**src/rtl/radio_ctrl_sync_seq.sv**
```systemverilog
// Multi-channel radio enable / RX enable sequencer: per-channel synchronizers, settle and drain
// timing, an isolation clamp for the power-domain boundary, and edge pulses for the timing engine.
module radio_ctrl_sync_seq #(
    parameter int NUM_CH      = 2,
    parameter int SYNC_STAGES = 2,
    parameter int SETTLE_CYC  = 4,
    parameter int DRAIN_CYC   = 2
) (
    input  logic              ck,
    input  logic              arst,
    input  logic              isolate_i,
    input  logic [NUM_CH-1:0] radio_enable_async_i,
    input  logic [NUM_CH-1:0] radio_rx_en_async_i,
    output logic [NUM_CH-1:0] radio_enable_o,
    output logic [NUM_CH-1:0] radio_rx_en_o,
    output logic [NUM_CH-1:0] ready_o,
    output logic [NUM_CH-1:0] enable_rise_o,
    output logic [NUM_CH-1:0] enable_fall_o
);

    localparam int CNT_MAX = (SETTLE_CYC > DRAIN_CYC) ? SETTLE_CYC : DRAIN_CYC;
    localparam int CNT_W   = $clog2(CNT_MAX + 1);

    typedef enum logic [1:0] {
        ST_OFF    = 2'd0,
        ST_SETTLE = 2'd1,
        ST_ON     = 2'd2,
        ST_DRAIN  = 2'd3
    } state_t;

    for (genvar c = 0; c < NUM_CH; c++) begin : g_ch
        logic [SYNC_STAGES-1:0] en_sync;
        logic [SYNC_STAGES-1:0] rx_sync;
        logic                   en_s;
        logic                   rx_s;
        state_t                 state;
        state_t                 state_nxt;
        logic [CNT_W-1:0]       cnt;
        logic [CNT_W-1:0]       cnt_nxt;
        logic                   rise;
        logic                   rise_nxt;
        logic                   fall;
        logic                   fall_nxt;

        // Synchronizer chains run regardless of isolation so en_s is current on release.
        always_ff @(posedge ck or posedge arst) begin
            if (arst) begin
                en_sync <= '0;
                rx_sync <= '0;
            end else begin
                en_sync <= {en_sync[SYNC_STAGES-2:0], radio_enable_async_i[c]};
                rx_sync <= {rx_sync[SYNC_STAGES-2:0], radio_rx_en_async_i[c]};
            end
        end

        assign en_s = en_sync[SYNC_STAGES-1];
        assign rx_s = rx_sync[SYNC_STAGES-1];

        always_ff @(posedge ck or posedge arst) begin
            if (arst) begin
                state <= ST_OFF;
                cnt   <= '0;
                rise  <= 1'b0;
                fall  <= 1'b0;
            end else begin
                state <= state_nxt;
                cnt   <= cnt_nxt;
                rise  <= rise_nxt;
                fall  <= fall_nxt;
            end
        end

        always_comb begin
            state_nxt = state;
            cnt_nxt   = cnt;
            rise_nxt  = 1'b0;
            fall_nxt  = 1'b0;
            if (isolate_i) begin
                state_nxt = ST_OFF;
                cnt_nxt   = '0;
            end else begin
                case (state)
                    ST_OFF: begin
                        if (en_s) begin
                            state_nxt = ST_SETTLE;
                            cnt_nxt   = CNT_W'(SETTLE_CYC - 1);
                            rise_nxt  = 1'b1;
                        end
                    end
                    ST_SETTLE: begin
                        // RX was never granted, so an abort here skips the drain phase.
                        if (!en_s) begin
                            state_nxt = ST_OFF;
                            cnt_nxt   = '0;
                            fall_nxt  = 1'b1;
                        end else if (cnt == '0) begin
                            state_nxt = ST_ON;
                        end else begin
                            cnt_nxt = cnt - CNT_W'(1);
                        end
                    end
                    ST_ON: begin
                        if (!en_s) begin
                            fall_nxt = 1'b1;
                            if (DRAIN_CYC > 0) begin
                                state_nxt = ST_DRAIN;
                                cnt_nxt   = CNT_W'(DRAIN_CYC - 1);
                            end else begin
                                state_nxt = ST_OFF;
                                cnt_nxt   = '0;
                            end
                        end
                    end
                    ST_DRAIN: begin
                        if (cnt == '0) begin
                            state_nxt = ST_OFF;
                        end else begin
                            cnt_nxt = cnt - CNT_W'(1);
                        end
                    end
                    default: begin
                        state_nxt = ST_OFF;
                        cnt_nxt   = '0;
                    end
                endcase
            end
        end

        // Isolation clamps every output in the same cycle it is raised.
        assign radio_enable_o[c] = ~isolate_i & (state != ST_OFF);
        assign ready_o[c]        = ~isolate_i & (state == ST_ON);
        assign radio_rx_en_o[c]  = ~isolate_i & (state == ST_ON) & rx_s;
        assign enable_rise_o[c]  = ~isolate_i & rise;
        assign enable_fall_o[c]  = ~isolate_i & fall;
    end

endmodule

```
**config.mk**
```make
export PLATFORM = sky130hd
export DESIGN_NAME = radio_ctrl_sync_seq
export DESIGN_NICKNAME = d
export VERILOG_FILES = /design/src/rtl/radio_ctrl_sync_seq.sv
export SDC_FILE = /design/constraint.sdc
export NUM_CORES = 1
export LEC_CHECK = 0
export CORE_MARGIN = 5
export CORE_UTILIZATION = 40
export CTS_BUF_LIST = sky130_fd_sc_hd__clkbuf_2 sky130_fd_sc_hd__clkbuf_4 sky130_fd_sc_hd__clkbuf_8
export CTS_CLUSTER_DIAMETER = 200
export DETAILED_ROUTE_END_ITERATION = 6
export GPL_TIMING_DRIVEN = 0
export PLACE_DENSITY = 0.6
export SLEW_MARGIN = 20
export SYNTH_ARGS = -nofsm -noshare
export SYNTH_HDL_FRONTEND = slang
export SYNTH_SLANG_ARGS = --single-unit
```
**constraint.sdc**
```tcl
create_clock -name ck -period 1.89 [get_ports ck]
set_clock_uncertainty 0.1 [all_clocks]
set_input_delay 0.378 -clock ck [delete_from_list [all_inputs] [get_ports ck]]
set_output_delay 0.378 -clock ck [all_outputs]
set_load 0.02 [all_outputs]
```
# After elaboration in Yosys (flattened, before gate mapping)
# Cells that the tools add are included.
# classes
eq_ne	14
n_reduce_logical	12
add_sub_neg	2
multipliers	0
bitwise_logic	11
div_mod_pow	0
muxes	38
n_lt_le_gt_ge	0
n_shift	0
# op_table
op	n
3-bit two-way mux	10
2-bit two-way mux	12
3-bit case mux with 4 select lines	2
3-bit inequality test, second input constant	6
2-bit case mux with 4 select lines	2
1-bit two-way mux	12
1-bit AND	10
2-bit == test, second input constant	4
4-bit inequality test, second input constant	2
4-bit AND reduction	2
3-bit logical NOT	2
3-bit by 1-bit subtractor with 3-bit output, second input constant	2
2-bit by 1-bit == test with 1-bit output, second input constant	2
2-bit logical NOT	2
2-bit AND reduction	2
2-bit nonzero test	2
2-bit OR reduction	2
1-bit inverter	1
# word_totals
ramBits	0
reg_bits	22
n_memories	0
latch_bits	0
out_inout_bits	10
mem_bits_ro	0

# Longest topological paths before layout
# logic_depth
depth_word	5
mapped_depth	5
depth_no_buf	5

# Worst setup path after synthesis
# OpenSTA, ideal clock, no wires.
# synth_path
path_type	reg-to-output
from	reg g_ch[0].state[0]
to	out radio_rx_en_o[0]
arrival_ns	1.404
path_stages_with_launch	5
slack_ns	0.008
path_buffers	0
cell_sequence	dfrtp_1 > inv_1 > ha_1 > nor2b_1 > and2_1
# synth_between
elab_chain_cells	3
# synth_lines
item	line	source
from (decl)	36	state_t state;
from (signal assigned)	66	state <= state_nxt;
2-bit == test	--	
1-bit AND	--	
net ready_o[0]	16	output logic [NUM_CH-1:0] ready_o,
1-bit AND	132	assign radio_rx_en_o[c] = ~isolate_i & (state == ST_ON) & rx_s;
to (decl)	15	output logic [NUM_CH-1:0] radio_rx_en_o,
# The timed path passes the listed nets, and every way through them passes these cells.

# Worst setup path in the final report
# layout_path
from	reg g_ch[0].state[0]
to	out radio_rx_en_o[0]
# layout_between
elab_chain_cells	3
# layout_lines
item	line
2-bit == test	132
1-bit AND (2 in a row)	132
# No other way between the ends.

==> flow_metrics.env <==
export IMPL_status="finished, final reports clean"
export IMPL_cpPeakStageDelay_ps=410
export IMPL_fp_dieW_um=66.46
export IMPL_clock_path_buffers=2
export IMPL_vias=974
export IMPL_synth_area_leaders="dfrtp_1 (43%), ha_1 (14%), inv_1 (2.9%), nor2b_1 (2.9%), a2111oi_0 (2.7%)"
export IMPL_first_global_vias=965
export IMPL_ant_nets=0
export IMPL_port_buffers=15
export IMPL_post_route_period_util_pct=98.61
export IMPL_initial_utilization_pct=41.76
export IMPL_drc=0
export IMPL_grt_usage_pct=13.79
export IMPL_final_fill_count=283
export IMPL_cts_tree="done"
export IMPL_ctsHtreeMaxLevel=1
export IMPL_cp_required_ps=1410
export IMPL_yosys_area_top_type="dfrtp_1"
export IMPL_synth_seq_cells=22
export IMPL_timing_rr_start="g_ch[0].state[1]"
export IMPL_cp_depth=5
export IMPL_pin_count=17
export IMPL_cp_start_kind="register"
export IMPL_rsz0062_at_grt="true"
export IMPL_routedWlPerCell_um=14.68
export IMPL_antenna_found_initial=0
export IMPL_drt_iter0_drc=36
export IMPL_power_leakage_nw=0.7419
export IMPL_via_per_inst=5.237
export IMPL_yosys_warnings=0
export IMPL_async_reset_ff_share_pct=100.0
export IMPL_worstSetupEndpoint="radio_rx_en_o[0]"
export IMPL_regToRegSetupSlack_ps=40
export IMPL_antenna_cells=0
export IMPL_critical_path_startpoint="g_ch[0].state[0]"
export IMPL_clock_fmax_ghz=0.5365
export IMPL_drt_first_pass_iters=5
export IMPL_period_minus_slack_ps=1864
export IMPL_place_area_um2=1480
export IMPL_design_area_um2=1599
export IMPL_clkSinkCount=22
export IMPL_clk_latency_ps=310
export IMPL_core_area_um2=3053
export IMPL_r2r_end="g_ch[0].state[1]"
export IMPL_crit_type="register to primary output"
export IMPL_clock_root_buffer="clkbuf_4"
export IMPL_finalSetupViolCount=0
export IMPL_postSynthAreaPerCell_um2=11.09
export IMPL_cp_max_fo=5
export IMPL_syn_cell_area_um2=1275
export IMPL_hold_viol_final=0
export IMPL_routed_wl_um=2731
export IMPL_cp_slowest_cell="dfrtp_1"
export IMPL_slew_headroom_pct=45.69
export IMPL_regArea_um2=553.0
export IMPL_synth_edf_count=0
export IMPL_synth_cells=115
export IMPL_min_from="g_ch[1].en_sync[0]"
export IMPL_gp_congestion=0.7920
export IMPL_multiInputGateArea_um2=699.4
export IMPL_drive_gt1_share_pct=29.58
export IMPL_crit_arrival_ps=1390
export IMPL_cts_hold_buf=0
export IMPL_num_rows=20
export IMPL_path_clk_slew_ps=120
export IMPL_die_h_um=66.46
export IMPL_grt_pass1_wl_um=4643
export IMPL_grt_max_degree=23
export IMPL_place_ws_ps=-437.2
export IMPL_crit_chain="inv_2, ha_4, nor2b_4, and2_4, buf_6"
export IMPL_hpwl_um=1799
export IMPL_reg2regPathDepth=5
export IMPL_overflow=0
export IMPL_synth_seq_area_share_pct=43.18
export IMPL_cts_buffers=3
export IMPL_worst_pin_slew_ps=813.7
export IMPL_syn2layout_area_growth_pct=25.42
export IMPL_hold_path_class="register to register"
export IMPL_finalWorstSetupSlack_ps=26.20
export IMPL_crit_buf_inv=2
export IMPL_post_route_util_pct=52.38
export IMPL_finalMaxSlewViolations=0
export IMPL_synthTopCellsByCount="dfrtp_1 (22), ha_1 (14), inv_1 (10), a21oi_1 (6), nor2b_1 (6)"
export IMPL_die_area_um2=4416
export IMPL_synth_most_common_cell="dfrtp_1"
export IMPL_syn_num_nets=136
export IMPL_ys_flop_type="dfrtp_1"
export IMPL_synth_top_area_share_pct=43.18
export IMPL_cp_end_kind="primary output"
export IMPL_worst_hold_path_num_cells=0
export IMPL_max_cap_violations=0
export IMPL_peakVddDrop_mv=0.4467
export IMPL_ys_types=33
export IMPL_power_density_nw_per_um2=814.6
export IMPL_fin_nets=165
export IMPL_crit_family="flip-flops"
[worst reg2reg max path: cells and delay by family, from the launching register on]
kind / cells / cell delay (ps)
and+or+nand+nor: 1 / 470
DFF: 1 / 420
muxes: 1 / 330
adders and majority gates: 1 / 240
buffers and inverters: 1 / 100
AOI/OAI and AO/OA: 1 / 90
[cell usage in the layout (no fill, tap or decap), types with 3 or more instances in the layout]
| cell type | synthesis | layout |
|---|---|---|
| nor2_1 | 5 | 5 |
| nor3b_1 | 4 | 4 |
| ha_1 | 14 | 11 |
| buf_4 | 1 | 10 |
| a211oi_1 | 4 | 4 |
| clkdlybuf4s50_1 | 0 | 5 |
| a21oi_1 | 6 | 6 |
| a2111oi_0 | 4 | 4 |
| dfrtp_1 | 22 | 20 |
| mux2i_1 | 3 | 3 |
| nor2b_1 | 6 | 4 |
| dlygate4sd2_1 | 0 | 4 |
| o31ai_1 | 3 | 3 |
| inv_1 | 10 | 8 |
| nand2b_1 | 3 | 3 |
| clkbuf_4 | 0 | 4 |
| buf_2 | 0 | 4 |
| buf_6 | 1 | 3 |
[cells by family after synthesis]
group | after synthesis | synth area share, %
AO/OA/AOI/OAI | 29 | 18.25
flip-flops | 22 | 43.18
AND/OR/NAND/NOR | 30 | 14.82
adder cells (fa/ha/maj) | 14 | 13.74
multiplexers | 5 | 4.711
buffers and inverters | 15 | 5.300
[where the power goes]
| group | total (mW) | leakage, nW | internal [mW] | switching, mW |
|---|---|---|---|---|
| Clock | 0.216 | 0.0138 | 0.0744 | 0.141 |
| Combinational | 0.534 | 0.452 | 0.241 | 0.293 |
| Sequential | 0.553 | 0.276 | 0.523 | 0.0300 |
[cell type report]
class                           count  share of cell area [%]
Sequential cell                    22                   34.59
Buffer                              5                   2.269
Multi-Input combinational cell     78                   43.74
Inverter                           10                   2.347
Timing Repair Buffer               24                   12.21
Tap cell                           44                   3.443
Clock buffer                        3                   1.408
[worst min path at each step]
stage	to	slack, ps
after global placement	g_ch[1].en_sync[1]	240
after floorplan	g_ch[0].en_sync[1]	230
after CTS	g_ch[1].en_sync[1]	270
after global routing	g_ch[0].en_sync[1]	280
final	g_ch[1].en_sync[1]	270
after detailed placement	g_ch[0].en_sync[1]	240
[metal layers]
metal / up-vias / routed length [µm] / GRT usage [%]
met4: 0 / 14 / 4.569
met2: 25 / 1310 / 22.80
met3: 2 / 151 / 2.361
met1: 469 / 1255 / 18.14
met5: - / 0 / 0
li1: 478 / - / -
[sequential cells by signal (all words and copies together) (netlist names)]
| name | cells |
|---|---|
| g_ch.cnt | 6 |
| g_ch.en_sync | 4 |
| g_ch.rx_sync | 4 |
| g_ch.state | 4 |
| g_ch.fall | 2 |
| g_ch.rise | 2 |
[stage by stage]
stage | std cells | hold WS (ps) | power (mW) | setup TNS (ps)
after floorplan | 115 | 231.2 | 0.9063 | 0
after global placement | 174 | 236.5 | 1.015 | -3729
after detailed placement | 174 | 236.4 | 1.028 | -3608
after CTS | 183 | 273.1 | 1.286 | 0
after global routing | 186 | 279.6 | 1.399 | -217.1
final | 186 | 270.8 | 1.303 | 0
[timing repair]
action                                  in CTS  in global routing
resized for setup                           45                  5
buffers inserted                             6                  3
pin swaps                                    2                  0
endpoints found under the setup margin      10                  8
(Power assumes the default switching activity.)
